===== src/rtl/deco_pipe.sv =====
// RV32I field decoder feeding a DEPTH-entry FIFO toward execute.
// Decode happens on the way in; the head entry drives all field outputs.
module deco_pipe #(
  parameter int unsigned XLEN  = 32,
  parameter int unsigned DEPTH = 2,
  parameter int unsigned CNT_W = 32
) (
  input  logic             clk,
  input  logic             rst_n,
  input  logic             flush,
  input  logic             in_valid,
  output logic             in_ready,
  input  logic [31:0]      instr_in,
  input  logic [XLEN-1:0]  pc_in,
  output logic             out_valid,
  input  logic             out_ready,
  output logic [6:0]       op,
  output logic [4:0]       rd,
  output logic [4:0]       rs1,
  output logic [4:0]       rs2,
  output logic [2:0]       funct3,
  output logic [6:0]       funct7,
  output logic [XLEN-1:0]  imm,
  output logic [3:0]       instrT,
  output logic             illegal,
  output logic [XLEN-1:0]  pc_out,
  output logic [CNT_W-1:0] instr_cnt
);

  localparam int unsigned AW = $clog2(DEPTH);
  localparam int unsigned PW = AW + 1;

  typedef struct packed {
    logic [31:0]     instr;
    logic [XLEN-1:0] imm;
    logic [3:0]      t;
    logic            ill;
    logic [XLEN-1:0] pc;
  } entry_t;

  entry_t             r_mem [DEPTH];
  logic [PW-1:0]      r_wr_ptr;
  logic [PW-1:0]      r_rd_ptr;
  logic [CNT_W-1:0]   r_cnt;

  logic signed [31:0] w_imm32;
  logic [3:0]         w_t;
  logic               w_ill;
  entry_t             w_entry;
  entry_t             w_head;
  logic               w_full;
  logic               w_empty;
  logic               w_push;
  logic               w_pop;
  logic [AW-1:0]      w_sel;

  // Opcode class and format-specific immediate, built as 32 bits then sign-extended.
  always_comb begin
    w_t     = 4'd0;
    w_ill   = 1'b0;
    w_imm32 = '0;
    case (instr_in[6:0])
      7'b0110011: w_t = 4'd1;
      7'b0010011: begin
        w_t     = 4'd2;
        w_imm32 = {{20{instr_in[31]}}, instr_in[31:20]};
      end
      7'b0110111: begin
        w_t     = 4'd3;
        w_imm32 = {instr_in[31:12], 12'b0};
      end
      7'b1100011: begin
        w_t     = 4'd4;
        w_imm32 = {{20{instr_in[31]}}, instr_in[7], instr_in[30:25], instr_in[11:8], 1'b0};
      end
      7'b1100111: begin
        w_t     = 4'd5;
        w_imm32 = {{20{instr_in[31]}}, instr_in[31:20]};
      end
      7'b1101111: begin
        w_t     = 4'd6;
        w_imm32 = {{12{instr_in[31]}}, instr_in[19:12], instr_in[20], instr_in[30:21], 1'b0};
      end
      7'b0000011: begin
        w_t     = 4'd7;
        w_imm32 = {{20{instr_in[31]}}, instr_in[31:20]};
      end
      7'b0100011: begin
        w_t     = 4'd8;
        w_imm32 = {{20{instr_in[31]}}, instr_in[31:25], instr_in[11:7]};
      end
      7'b0010111: begin
        w_t     = 4'd9;
        w_imm32 = {instr_in[31:12], 12'b0};
      end
      default: w_ill = 1'b1;
    endcase
  end

  assign w_entry = '{instr: instr_in, imm: XLEN'(w_imm32), t: w_t, ill: w_ill, pc: pc_in};

  assign w_empty = (r_wr_ptr == r_rd_ptr);
  assign w_full  = (r_wr_ptr[AW] != r_rd_ptr[AW]) && (r_wr_ptr[AW-1:0] == r_rd_ptr[AW-1:0]);
  assign w_push  = in_valid && !w_full && !flush;
  assign w_pop   = !w_empty && out_ready;

  always_ff @(posedge clk or negedge rst_n) begin
    if (!rst_n) begin
      r_wr_ptr <= '0;
      r_rd_ptr <= '0;
      r_cnt    <= '0;
      for (int unsigned i = 0; i < DEPTH; i++) r_mem[i] <= '0;
    end else begin
      if (w_push) begin
        r_mem[r_wr_ptr[AW-1:0]] <= w_entry;
        r_cnt                   <= r_cnt + CNT_W'(1);
      end
      // Flush drops everything queued, including a same-cycle push.
      if (flush) begin
        r_rd_ptr <= r_wr_ptr;
      end else begin
        if (w_push) r_wr_ptr <= r_wr_ptr + PW'(1);
        if (w_pop)  r_rd_ptr <= r_rd_ptr + PW'(1);
      end
    end
  end

  // When empty, show the most recently vacated slot so outputs hold the last popped entry.
  assign w_sel  = w_empty ? (r_rd_ptr[AW-1:0] - AW'(1)) : r_rd_ptr[AW-1:0];
  assign w_head = r_mem[w_sel];

  assign in_ready  = !w_full;
  assign out_valid = !w_empty;
  assign op        = w_head.instr[6:0];
  assign rd        = w_head.instr[11:7];
  assign rs1       = w_head.instr[19:15];
  assign rs2       = w_head.instr[24:20];
  assign funct3    = w_head.instr[14:12];
  assign funct7    = w_head.instr[31:25];
  assign imm       = w_head.imm;
  assign instrT    = w_head.t;
  assign illegal   = w_head.ill;
  assign pc_out    = w_head.pc;
  assign instr_cnt = r_cnt;

endmodule


===== config.mk =====
export PLATFORM = sky130hd
export DESIGN_NAME = deco_pipe
export DESIGN_NICKNAME = d
export VERILOG_FILES = /design/src/rtl/deco_pipe.sv
export SDC_FILE = /design/constraint.sdc
export NUM_CORES = 1
export LEC_CHECK = 0
export ABC_AREA = 1
export CORE_MARGIN = 3
export CORE_UTILIZATION = 35
export CTS_CLUSTER_DIAMETER = 150
export CTS_CLUSTER_SIZE = 12
export DETAILED_ROUTE_END_ITERATION = 7
export HOLD_SLACK_MARGIN = 0.12
export MAX_ROUTING_LAYER = met4
export PLACE_DENSITY = 0.54
export RECOVER_POWER = 50
export SYNTH_ARGS = -nofsm -noshare
export SYNTH_HDL_FRONTEND = slang
export SYNTH_SLANG_ARGS = --single-unit

===== constraint.sdc =====
create_clock -name clk -period 4.6 [get_ports clk]
set_clock_uncertainty 0.1 [all_clocks]
set_input_delay 0.92 -clock clk [delete_from_list [all_inputs] [get_ports clk]]
set_output_delay 0.92 -clock clk [all_outputs]
set_load 0.1 [all_outputs]

==> impl_metrics.prom <==
# TYPE chip_impl_metric gauge
chip_impl_metric{name="cts_sinks",unit=""} 238
chip_impl_metric{name="cap_viol_max_count",unit=""} 1
chip_impl_metric{name="fillCellCount",unit=""} 3289
chip_impl_metric{name="max-clock-path-buffers",unit=""} 3
chip_impl_metric{name="post_synth_inst_count",unit=""} 1554
chip_impl_metric{name="synthesis.area",unit="sq um"} 11500
chip_impl_info{name="cp_slowest_cell",value="clkbuf_4"} 1
chip_impl_metric{name="drcViolationCount",unit=""} 0
chip_impl_metric{name="max_slew_headroom",unit="%"} -112
chip_impl_metric{name="synth.avg_cell_area",unit="sq um"} 7.38
chip_impl_metric{name="synth_mux_area_share",unit="%"} 0
chip_impl_metric{name="grt_antenna_before_repair",unit=""} 1
chip_impl_metric{name="num-nets-final",unit=""} 1788
chip_impl_metric{name="fin_setup_tns",unit="ns"} 0
chip_impl_metric{name="post-synth-top-area-fraction",unit="%"} 51.9
chip_impl_metric{name="fp.dieH",unit="um"} 187
chip_impl_metric{name="dr_total_vias",unit=""} 9975
chip_impl_metric{name="net_count_after_synthesis",unit=""} 1624
chip_impl_metric{name="tritoncts.num_buffers",unit=""} 23
chip_impl_metric{name="largest_net_degree_at_the_start_of_global_routing",unit=""} 123
chip_impl_metric{name="cp_data_arrival_time",unit="ns"} 3.98
chip_impl_metric{name="worstPathMaxFanout",unit=""} 83
chip_impl_metric{name="synth-adder-area-share",unit="%"} 0.109
chip_impl_metric{name="layout_cell_share_with_drive_strength_beyond_1",unit="%"} 8.27
chip_impl_metric{name="route.detailed.wl_per_inst",unit="um"} 14.7
chip_impl_metric{name="cts_repair_resize_count",unit=""} 0
chip_impl_info{name="synth_top_family_by_area",value="simple AND/OR/NAND/NOR gates"} 1
chip_impl_metric{name="io_buffers",unit=""} 203
chip_impl_metric{name="timing.final.setup_violations",unit=""} 0
chip_impl_metric{name="final_period_minus_worst_setup_slack",unit="ns"} 3.64
chip_impl_metric{name="achievable-frequency",unit="MHz"} 274
chip_impl_info{name="status",value="finished with violations"} 1
chip_impl_metric{name="share_of_the_synthesized_area_in_compound_gates_ao_oa_aoi_oai",unit="%"} 8.33
chip_impl_metric{name="grt_overflow_total",unit=""} 0
chip_impl_metric{name="worstMarginPinSlew",unit="ns"} 3.17
chip_impl_info{name="failed_checks",value="max-capacitance violations, max-slew violations"} 1
chip_impl_info{name="most_frequent_standard_cell_in_the_layout_excluding_fill_and_tap_cells",value="nand2_1"} 1
chip_impl_info{name="critical_path.cell_chain",value="dlygate4sd3_1 > nor2_1 > nand2_1 > nor2_1 > clkbuf_4 > nand2_1 > o21ai_0"} 1
chip_impl_metric{name="ctsHtreeMaxLevel",unit=""} 1
chip_impl_info{name="end_kind",value="flop"} 1
chip_impl_metric{name="clkTransAtPathRegs",unit="ns"} 0.06
chip_impl_metric{name="viasPerCell",unit=""} 4.63
chip_impl_info{name="root_buffer",value="clkbuf_16"} 1
chip_impl_metric{name="multi_input_comb_area",unit="sq um"} 4570
chip_impl_metric{name="sequential_cell_area",unit="sq um"} 5960
chip_impl_metric{name="max_incr_delay_on_cp",unit="ns"} 0.94
chip_impl_metric{name="min_period_over_period",unit="%"} 79.2
chip_impl_metric{name="floorplan.rows",unit=""} 65
chip_impl_metric{name="drt_first_pass_iters",unit=""} 5
chip_impl_metric{name="dp_hpwl",unit="um"} 20800
chip_impl_metric{name="number_of_violations_reported_at_the_end_of_detailed_routing_iteration_0",unit=""} 680
chip_impl_info{name="min_path_type",value="flop to flop"} 1
chip_impl_metric{name="finalMaxSlewViolations",unit=""} 122
chip_impl_metric{name="gr-usage-all-layers",unit="%"} 18.6
chip_impl_metric{name="clk-insertion-delay-late",unit="ns"} 0.51
chip_impl_metric{name="yosys.area_share.xor_xnor",unit="%"} 1.45
chip_impl_metric{name="grt_first_pass_wirelength",unit="um"} 51900
chip_impl_metric{name="routed_wirelength",unit="um"} 31700
chip_impl_metric{name="part_of_the_yosys_area_used_for_sequential_elements",unit="%"} 51.9
chip_impl_info{name="start_kind",value="input pin"} 1
chip_impl_metric{name="synthesis.yosys.warnings",unit=""} 0
chip_impl_metric{name="routabilityCongestion",unit=""} 0.828
chip_impl_metric{name="timing.final.hold_violations",unit=""} 0
chip_impl_info{name="tritoncts",value="yes"} 1
chip_impl_metric{name="yosys.cell_types.count",unit=""} 23
chip_impl_metric{name="synthSimpleGateAreaFrac",unit="%"} 29.9
chip_impl_info{name="layout.cells.most_common_list",value="730 x nand2_1, 238 x dfrtp_1, 189 x o21ai_0, 157 x inv_1, 105 x buf_4"} 1
chip_impl_metric{name="core_area",unit="sq um"} 32000
chip_impl_metric{name="cts_setup_buffers",unit=""} 0
chip_impl_metric{name="synthToLayoutAreaGrowth",unit="%"} 23.5
chip_impl_metric{name="die_area",unit="sq um"} 35000
chip_impl_metric{name="ios",unit=""} 204
chip_impl_info{name="top_post_synthesis_cells_by_area",value="dfrtp_1 52%, nand2_1 24%, o21ai_0 8.3%"} 1
chip_impl_info{name="synth_top_cell_by_area",value="dfrtp_1"} 1
chip_impl_metric{name="floorplan.initialDensity",unit="%"} 35.9
chip_impl_metric{name="die_width",unit="um"} 187
chip_impl_metric{name="critical_path_required",unit="ns"} 4.94
chip_impl_metric{name="postRouteAntennaNets",unit=""} 0
chip_impl_metric{name="holdBufCountCts",unit=""} 0
chip_impl_metric{name="postSynthRegisterBits",unit=""} 238
chip_impl_info{name="worstSetupPathType",value="input pin to flop"} 1
chip_impl_metric{name="vias_in_the_first_global_route",unit=""} 9398
chip_impl_info{name="grt_setup_unrepaired",value="no"} 1
-- Yosys cell counts --
library cell,number
nor3_1,4
ha_1,1
nand3_1,54
buf_1,1
nand4_1,4
and2_1,1
o21ai_1,1
nor2_1,62
nand2_2,2
nand3b_1,14
inv_2,1
nand2_1,729
xnor2_1,7
nor2_2,1
nor2_4,1
inv_1,157
buf_6,2
buf_4,2
buf_2,45
o21ai_0,190
clkbuf_1,25
xor2_1,12
dfrtp_1,238
-- sequential cells by signal (all words and copies together) (netlist names) --
name       flops
r_mem        202
r_wr_ptr       2
r_rd_ptr       2
instr_cnt     32
-- path summary, 6_finish.rpt --
kind                              from  slack [ns]  cells past startpoint    endpoint
max in group asynchronous        rst_n        1.09                      2  r_mem[120]
min in group asynchronous        rst_n        1.33                      1   r_mem[14]
max reg2reg                r_wr_ptr[0]        1.24                      8   r_mem[72]
min reg2reg                   r_mem[3]        0.37                      2    r_mem[3]
max                              flush        0.96                      7   r_mem[68]
min                           r_mem[3]        0.37                      2    r_mem[3]
-- metal layers --
metal / wire length, um / global-route usage, % / part of all wire [%] / up-vias
met1: 15200 / 26.2 / 48 / 4617
li1: - / - / - / 5073
met4: 571 / 3.46 / 1.8 / 0
met5: 0 / - / 0 / -
met3: 1680 / 2.89 / 5.3 / 33
met2: 14300 / 28.7 / 45 / 252
-- metrics by stage --
step	hold slack [ns]	setup slack [ns]	std cells	util, %	instance area (sq um)
finish	0.369	0.957	2154	44.3	14200
floorplan	0.342	0.338	1554	-	11500
global route	0.390	0.456	2154	44.3	14200
detailed placement	0.358	1.07	2128	42.6	13600
CTS	0.374	0.973	2153	44.4	14200
global placement	0.353	1.11	2128	42.6	13600
-- cell families after synthesis --
family / after synthesis
buffers and inverters: 233
AND/OR/NAND/NOR: 872
XOR/XNOR: 19
AO/OA/AOI/OAI: 191
adder cells (fa/ha/maj): 1
flip-flops: 238
-- worst max-delay path, delay by kind of cell --
kind | cells | cell delay (ns)
buf+inv | 2 | 1.55
simple gates | 4 | 1.28
compound gates | 1 | 0.20
-- cell type report --
class / instances / share of cell area, %
Sequential cell: 238 / 42.1
Multi-Input combinational cell: 1083 / 32.2
Tap cell: 435 / 3.84
Antenna cell: 1 / 0.0177
Timing Repair Buffer: 214 / 13.4
Inverter: 158 / 4.19
Clock inverter: 1 / 0.0618
Clock buffer: 24 / 4.16
Power is left out: the tool's default activity adds up to more than one toggle a clock period on the data nets, which glitch-free logic cannot reach.
